--- config.mk ---
export PLATFORM = sky130hd
export DESIGN_NAME = wb_seq_master
export DESIGN_NICKNAME = d
export VERILOG_FILES = /design/src/rtl/wb_seq_master.sv
export SDC_FILE = /design/constraint.sdc
export NUM_CORES = 1
export LEC_CHECK = 0
export ABC_AREA = 1
export BUFFER_PORTS_ARGS = -buffer_cell sky130_fd_sc_hd__buf_2
export CORE_UTILIZATION = 49
export DETAILED_ROUTE_END_ITERATION = 7
export PLACE_DENSITY = 0.76
export SLEW_MARGIN = 40
export SYNTH_ARGS = -nofsm -noshare
export SYNTH_HDL_FRONTEND = slang
export SYNTH_SLANG_ARGS = --single-unit
--- constraint.sdc ---
create_clock -name wb_clk_i -period 4.45 [get_ports wb_clk_i]
set_input_delay 0 -clock wb_clk_i [delete_from_list [all_inputs] [get_ports wb_clk_i]]
set_output_delay 0 -clock wb_clk_i [all_outputs]
set_load 0.02 [all_outputs]
--- src/rtl/wb_seq_master.sv ---
`default_nettype none
// ============================================================================
//  Module   : wb_seq_master
//  Purpose  : Wishbone initiator issuing sequential single-beat word reads or
//             writes from a base address, with a streamed write source and a
//             read-data FIFO.
//  Revision : 1.0 - initial release
// ============================================================================
module wb_seq_master #(
   parameter int FIFO_DEPTH = 8,
   parameter int TIMEOUT    = 255
) (
   input  logic        wb_clk_i,
   input  logic        wb_rst_i,
   // command
   input  logic        cmd_valid,
   output logic        cmd_ready,
   input  logic        cmd_we,
   input  logic [31:0] cmd_addr,
   input  logic [7:0]  cmd_len,
   // write-data stream
   input  logic        wr_valid,
   output logic        wr_ready,
   input  logic [31:0] wr_data,
   // read-data stream
   output logic        rd_valid,
   input  logic        rd_ready,
   output logic [31:0] rd_data,
   // status
   output logic        busy,
   output logic        done,
   output logic        err,
   // Wishbone initiator
   output logic        wbm_cyc_o,
   output logic        wbm_stb_o,
   output logic        wbm_we_o,
   output logic [3:0]  wbm_sel_o,
   output logic [31:0] wbm_adr_o,
   output logic [31:0] wbm_dat_o,
   input  logic [31:0] wbm_dat_i,
   input  logic        wbm_ack_i
);

   localparam int          c_AW       = $clog2(FIFO_DEPTH);
   localparam logic [15:0] c_TMO_LAST = 16'(TIMEOUT - 1);

   typedef enum logic [1:0] {
      S_IDLE  = 2'd0,
      S_FETCH = 2'd1,
      S_BUS   = 2'd2,
      S_DONE  = 2'd3
   } state_t;

   state_t r_state;
   state_t w_next;

   logic [31:0] r_addr;
   logic        r_we;
   logic [7:0]  r_remain;
   logic [15:0] r_tmo;
   logic        r_err;
   logic [31:0] r_adr_o;
   logic [31:0] r_dat_o;

   logic [31:0]     r_mem [FIFO_DEPTH];
   logic [c_AW-1:0] r_wptr;
   logic [c_AW-1:0] r_rptr;
   logic [c_AW:0]   r_count;

   logic w_cyc;
   logic w_accept;
   logic w_fifo_full;
   logic w_ack;
   logic w_tmo;
   logic w_push;
   logic w_pop;

   // Count never exceeds FIFO_DEPTH, so its top bit alone marks full.
   assign w_fifo_full = r_count[c_AW];
   assign w_ack       = w_cyc & wbm_ack_i;
   assign w_tmo       = w_cyc & ~wbm_ack_i & (r_tmo == c_TMO_LAST);
   assign w_push      = w_ack & ~r_we;
   assign w_pop       = rd_valid & rd_ready;

   always_ff @(posedge wb_clk_i) begin
      if (wb_rst_i) begin
         r_state <= S_IDLE;
      end else begin
         r_state <= w_next;
      end
   end

   always_comb begin
      w_next    = r_state;
      w_cyc     = 1'b0;
      w_accept  = 1'b0;
      cmd_ready = 1'b0;
      busy      = 1'b1;
      done      = 1'b0;
      wr_ready  = 1'b0;
      wbm_sel_o = 4'h0;
      wbm_we_o  = 1'b0;
      case (r_state)
         S_IDLE: begin
            cmd_ready = 1'b1;
            busy      = 1'b0;
            if (cmd_valid) begin
               w_accept = 1'b1;
               w_next   = (cmd_len == 8'd0) ? S_DONE : S_FETCH;
            end
         end
         S_FETCH: begin
            // A read only launches with a free FIFO slot, so a push never hits a full FIFO.
            if (r_we) begin
               wr_ready = 1'b1;
               if (wr_valid) begin
                  w_next = S_BUS;
               end
            end else if (!w_fifo_full) begin
               w_next = S_BUS;
            end
         end
         S_BUS: begin
            w_cyc     = 1'b1;
            wbm_sel_o = 4'hF;
            wbm_we_o  = r_we;
            if (wbm_ack_i) begin
               w_next = (r_remain == 8'd1) ? S_DONE : S_FETCH;
            end else if (r_tmo == c_TMO_LAST) begin
               w_next = S_DONE;
            end
         end
         S_DONE: begin
            done   = 1'b1;
            w_next = S_IDLE;
         end
         default: w_next = S_IDLE;
      endcase
   end

   always_ff @(posedge wb_clk_i) begin
      if (wb_rst_i) begin
         r_addr   <= 32'd0;
         r_we     <= 1'b0;
         r_remain <= 8'd0;
         r_tmo    <= 16'd0;
         r_err    <= 1'b0;
         r_adr_o  <= 32'd0;
         r_dat_o  <= 32'd0;
      end else begin
         if (w_accept) begin
            r_addr   <= cmd_addr & 32'hFFFF_FFFC;
            r_we     <= cmd_we;
            r_remain <= cmd_len;
            r_err    <= 1'b0;
         end
         if (r_state == S_FETCH && w_next == S_BUS) begin
            r_adr_o <= r_addr;
            r_tmo   <= 16'd0;
            if (r_we) begin
               r_dat_o <= wr_data;
            end
         end
         if (w_ack) begin
            r_addr   <= r_addr + 32'd4;
            r_remain <= r_remain - 8'd1;
         end else if (w_cyc) begin
            r_tmo <= r_tmo + 16'd1;
         end
         if (w_tmo) begin
            r_err <= 1'b1;
         end
      end
   end

   always_ff @(posedge wb_clk_i) begin
      if (w_push) begin
         r_mem[r_wptr] <= wbm_dat_i;
      end
   end

   always_ff @(posedge wb_clk_i) begin
      if (wb_rst_i) begin
         r_wptr  <= '0;
         r_rptr  <= '0;
         r_count <= '0;
      end else begin
         if (w_push) begin
            r_wptr <= r_wptr + 1'b1;
         end
         if (w_pop) begin
            r_rptr <= r_rptr + 1'b1;
         end
         case ({w_push, w_pop})
            2'b10:   r_count <= r_count + 1'b1;
            2'b01:   r_count <= r_count - 1'b1;
            default: r_count <= r_count;
         endcase
      end
   end

   assign rd_valid  = (r_count != '0);
   assign rd_data   = r_mem[r_rptr];
   assign err       = r_err;
   assign wbm_cyc_o = w_cyc;
   assign wbm_stb_o = w_cyc;
   assign wbm_adr_o = r_adr_o;
   assign wbm_dat_o = r_dat_o;

endmodule
`default_nettype wire
Yosys cells after proc, flatten, opt, wreduce, memory -nomap -nowiden --
Memories as Yosys holds them, arrays and structs flattened. A register that Yosys moved wholly into a read port is not among the register bits. Cells that the tools add are included.
Word-level totals: register bits 134, latch bits 0, RAM bits 256, memory bits (read-only) 0, input port bits 111, output and inout port bits 109, logic and storage cells 75, memories kept 1
Operators by class: add/sub/neg operators 7, $mul 0, div/mod/pow operators 0, order comparisons 0, equality and inequality tests 8, shifts and indexed selects 0, muxes and demuxes 33, bitwise operators 7, reductions and logical operators 8
Memory list:
- r_mem | words 8, width 32, read ports 1, clocked after Yosys merged registers in 1, wr ports 1, line 65 | logic [31:0] r_mem [FIFO_DEPTH];
Operator list (count):
- 2-to-1 mux 32 bit | 2
- 2-to-1 mux 16 bit | 3
- adder 32 x 3 -> 32 bit, second input constant | 1
- adder 16 x 1 -> 16 bit, second input constant | 1
- == test 16 x 8 -> 1 bit, second input constant | 1
- 2-to-1 mux 2 bit | 8
- 2-to-1 mux 8 bit | 2
- 2-to-1 mux 1 bit | 13
- == test 2 bit, second input constant | 4
- == test 8 x 1 -> 1 bit, second input constant | 1
- zero test 8 bit | 1
- case mux 2 bit (4 select lines) | 1
- case mux 4 bit (2 select lines) | 1
- subtractor 8 x 1 -> 8 bit, second input constant | 1
- adder 3 x 1 -> 3 bit, second input constant | 2
- 2-to-1 mux 3 bit | 2
- nonzero test 2 bit | 3
- bitwise AND 1 bit | 5
- adder 4 x 1 -> 4 bit, second input constant | 1
- == test 2 x 1 -> 1 bit, second input constant | 2
- 2-to-1 mux 4 bit | 1
- nonzero test 4 bit | 1
- subtractor 4 x 1 -> 4 bit, second input constant | 1
- zero test 2 bit | 1
- other kinds (3) | 4

Logic depth before layout (Yosys ltp) --
depth after elaboration 9, depth in mapped cells 13, gate-level depth less buffers 12

Worst setup path after synthesis --
OpenSTA, ideal clock, no wires.
kind register -> register, start reg r_state[1], end mem r_mem[7][0], enable pin, library setup time 461 ps, data arrival time 3244 ps, data required time 3989 ps, slack 745 ps, stages on the path, launching flop included 8, buffers on the path 1, period minus slack after synthesis 3705 ps, cell sequence dfxtp_1 nand3_1 buf_4 nor2_4 inv_1 nor2_1 inv_1 nor3_1
Between the ends: cells in the longest elaborated chain, start to end 6
Ends and longest elaborated chain:
- from (decl) | line 54 | state_t r_state;
- from (signal assigned) | line 89 | r_state <= w_next;
- == test 2 bit | line 103 | case (r_state)
- 2-to-1 mux 1 bit | line 103
- bitwise AND 1 bit | line 80 | assign w_ack = w_cyc & wbm_ack_i;
- bitwise AND 1 bit | line 82 | assign w_push = w_ack & ~r_we;
- 2-to-1 mux 1 bit | line 177 | if (w_push) begin
- 2-to-1 mux 1 bit (not written as such) | line 178 | r_mem[r_wptr] <= wbm_dat_i;
- to (decl) | line 65
No other way between the ends.

==> summary.md <==
| Metric | Value |
|---|---|
| Mapped Cells | 1698 |
| Grt ovf | 0 |
| Post-synth top area share | 0.4679 |
| H-Tree Depth | 2 |
| Rows | 66 |
| DRT Pass-1 Iters | 5 |
| Psw | 3.156 mW |
| Final hold violation count | 0 |
| Worst path arrival time | 2820 ps |
| Overall die width | approximately 190 um |
| Unrepaired setup endpoints after global routing | false |
| Worst skew pair latency | approximately 530 ps |
| Clock Sinks | 389 |
| Startpoint Class | flip-flop |
| Synth area leaders | edfxtp_1, dfxtp_1, nor2_1, nand2_1, o21ai_0 |
| TritonCTS buffer count | 40 |
| Worst setup path category | flip-flop to output port |
| Initial Util | 0.5012 |
| Post-DP HPWL | 24450 um |
| GRT Overall Usage | 0.2419 |
| Crit Path Max Fanout | 59 |
| 1st-iter DRT viols | 1134 |
| IO Pins | 220 |
| Die Ht | 185.1 um |
| Fmax | 0.3550 GHz |
| Post-synth EDFFs | 256 |
| Netlist Area Pre-Place | around 0.016 mm^2 |
| Pre-CTS setup slack | 1842 ps |
| Fillcell total | 2576 |
| P_int | approximately 6.6 mW |
| DRC | 0 |
| Clock transition at path regs | 60 ps |
| P_leak | 7.431 nW |
| Vias in the first global route | ~13000 |
| Die area | 0.03427 mm^2 |
| Post-synth ARST share | 0 |
| WL/cell | ~17 um |
| Status | completed |
| Switching share of total power | 0.3251 |
| First-pass GRT wire length | 64910 um |
| Crit end category | output port |
| Worst EP required | 4450 ps |
| Setup TNS Final | 0 ps |
| Post-synthesis sequential area ratio | 0.6299 |
| Routed wire length | 42200 um |
| Sequential share of power | 0.427 |
| Via density | 5.456 |
| Most frequent cells after synthesis | nor2_1, edfxtp_1, nand2_1 |
| Max IR drop VDD | 425.0 uV |
| Setup ws final | between 1500 and 2000 ps |
| CTS tree | yes |
| HP Class | input pin to flip-flop |
| Cell Pwr Density | 483.7 mW/mm^2 |
| Largest net degree at the start of global routing | 93 |
| Inst Count DP | 2276 |
| Ys Warns | 0 |
| Slew at the pin closest to its max-slew limit | 740.2 ps |
| Synth area leader | edfxtp_1 |
| Layout Cells excl Fill | 2454 |
| Most numerous cell in the Yosys netlist | nor2_1 |
| Max-slew violations | 0 |
| Final #Nets | 2104 |
| Gate power share | 0.255 |
| Clk pwr share | 0.318 |
| CTS max path bufs | 3 |
| Post-CTS Setup Bufs | 0 |
| Placer Congestion | ~0.92 |
| Syn Area/Cell | 9.677 um^2 |
| Max_cap viols | 0 |
| Fin crit share | 0.6331 |
| Slew HR | 0.5065 |
| Share of layout cells above drive strength 1 | 0.1622 |
| Number of antenna violations at the first check in global routing | 2 |
| Post-layout util | 0.6122 |
| Clock Skews | 22.63 ps |
| Top_reg_cell synth | edfxtp_1 |
| Routed Antenna Nets | 0 |
| Area Overhead vs Synth | 22.14% |
| Port Buffers | 215 |
| Core ar. | between 0.03 and 0.04 mm^2 |
| Clock root buffer | clkbuf_16 |
| Fin crit period | roughly 2800 ps |
| Via count | approximately 13000 |
| Number of library cell types mapped by synthesis | 46 |
| FF+latch count, synth | 389 |
| Final setup viols | 0 |
==> final timing paths <==
| check | startpoint | endpoint | slack (ps) | cells past startpoint |
|---|---|---|---|---|
| max reg2reg | r_state[1]$_SDFF_PP0_ | r_mem[1][25]$_DFFE_PP_ | 1790 | 8 |
| min reg2reg | r_rptr[2]$_SDFFE_PP0P_ | r_rptr[2]$_SDFFE_PP0P_ | 440 | 1 |
| max | flip-flop | rd_data[10] | 1630 | 7 |
| min | wb_rst_i | r_addr[19]$_SDFFE_PP0P_ | 60 | 4 |
==> sequential cells by signal (all words and copies together), names as in the netlist, 2 cells and up, named ones only <==
name       cells
r_mem        256
r_rptr         3
wbm_dat_o     32
r_remain       8
r_addr        30
r_tmo         16
wbm_adr_o     30
r_count        4
r_state        2
r_wptr         3
==> placed cells by master, fill, tap and decap left out, drive strengths merged, types with 18 or more instances in the layout <==
| master | synthesis | layout |
|---|---|---|
| nand3 | 86 | 86 |
| clkbuf | 46 | 56 |
| a31oi | 38 | 38 |
| o21ai | 182 | 182 |
| a21oi | 94 | 94 |
| edfxtp | 256 | 256 |
| inv | 94 | 97 |
| dfxtp | 133 | 133 |
| buf | 53 | 234 |
| a211oi | 18 | 18 |
| nand2 | 246 | 246 |
| dlygate4sd3 | 0 | 106 |
| o22ai | 32 | 32 |
| nor2 | 353 | 353 |
==> per-stage QoR <==
stage | power, mW | hold slack, ps | cell area [um^2]
2_1_floorplan | 5.866 | 98.87 | 16430
3_3_place_gp | 6.511 | 260.5 | 17800
3_5_place_dp | 6.588 | 267.8 | 17810
4_1_cts | 9.724 | 28.31 | 20060
5_1_grt | 10.16 | 94.07 | 20070
6_report | 9.708 | 62.33 | 20070
==> per-layer routing <==
metal  global-route usage  vias up  share of wire  routed length, um
met5                    0        -              0                  0
met4              0.09289        0          0.032               1354
met3              0.04719       93          0.071               3000
met2               0.4167      537           0.49              20480
met1               0.2996     6343           0.41              17370
li1                     -     6417              -                  -
==> power groups by stage <==
stage          logic (mW)  registers [mW]  clock network, mW
2_1_floorplan        1.65            4.21                  0
3_3_place_gp         2.30            4.21                  0
3_5_place_dp         2.37            4.22                  0
4_1_cts              2.45            4.14               3.13
5_1_grt              2.72            4.17               3.27
6_report             2.47            4.15               3.09
==> area by class of cell <==
class	instances	area [um^2]	share of cell area
tap	442	553.0	0.02756
timing repair buffer	340	2287	0.1140
inverter	96	362.8	0.01808
multi-input combinational	1115	5313	0.2647
clock buffer	56	1122	0.05592
clock inverter	14	71.32	0.003554
sequential	389	10350	0.5160
antenna	2	5.005	0.0002494
==> logic make-up (layout without fill, tap and decap cells) <==
group | count (synthesis) | after routing | share of synthesized area
compound gates | 387 | 387 | 0.1304
other cells | 1 | 4 | 0.0002282
fa+ha+maj | 11 | 11 | 0.008833
simple gates | 711 | 711 | 0.1780
flops | 389 | 389 | 0.6299
xor+xnor | 4 | 4 | 0.002133
buf+inv | 195 | 506 | 0.05049
==> timing repair <==
item / 4_1_cts / 5_1_grt
hold endpoints to repair: 349 / 0
resized for setup: 0 / 0
hold buffers: 106 / 0
==> worst max-delay path, stage by stage, from the launching register on <==
cell	delay, ps
dfxtp_4	470
inv_4	460
buf_4	430
o21ai_0	130
o22ai_1	130
nor2_1	60
a31oi_1	320
buf_2	240
No activity file was read; power rests on OpenSTA's default activity.
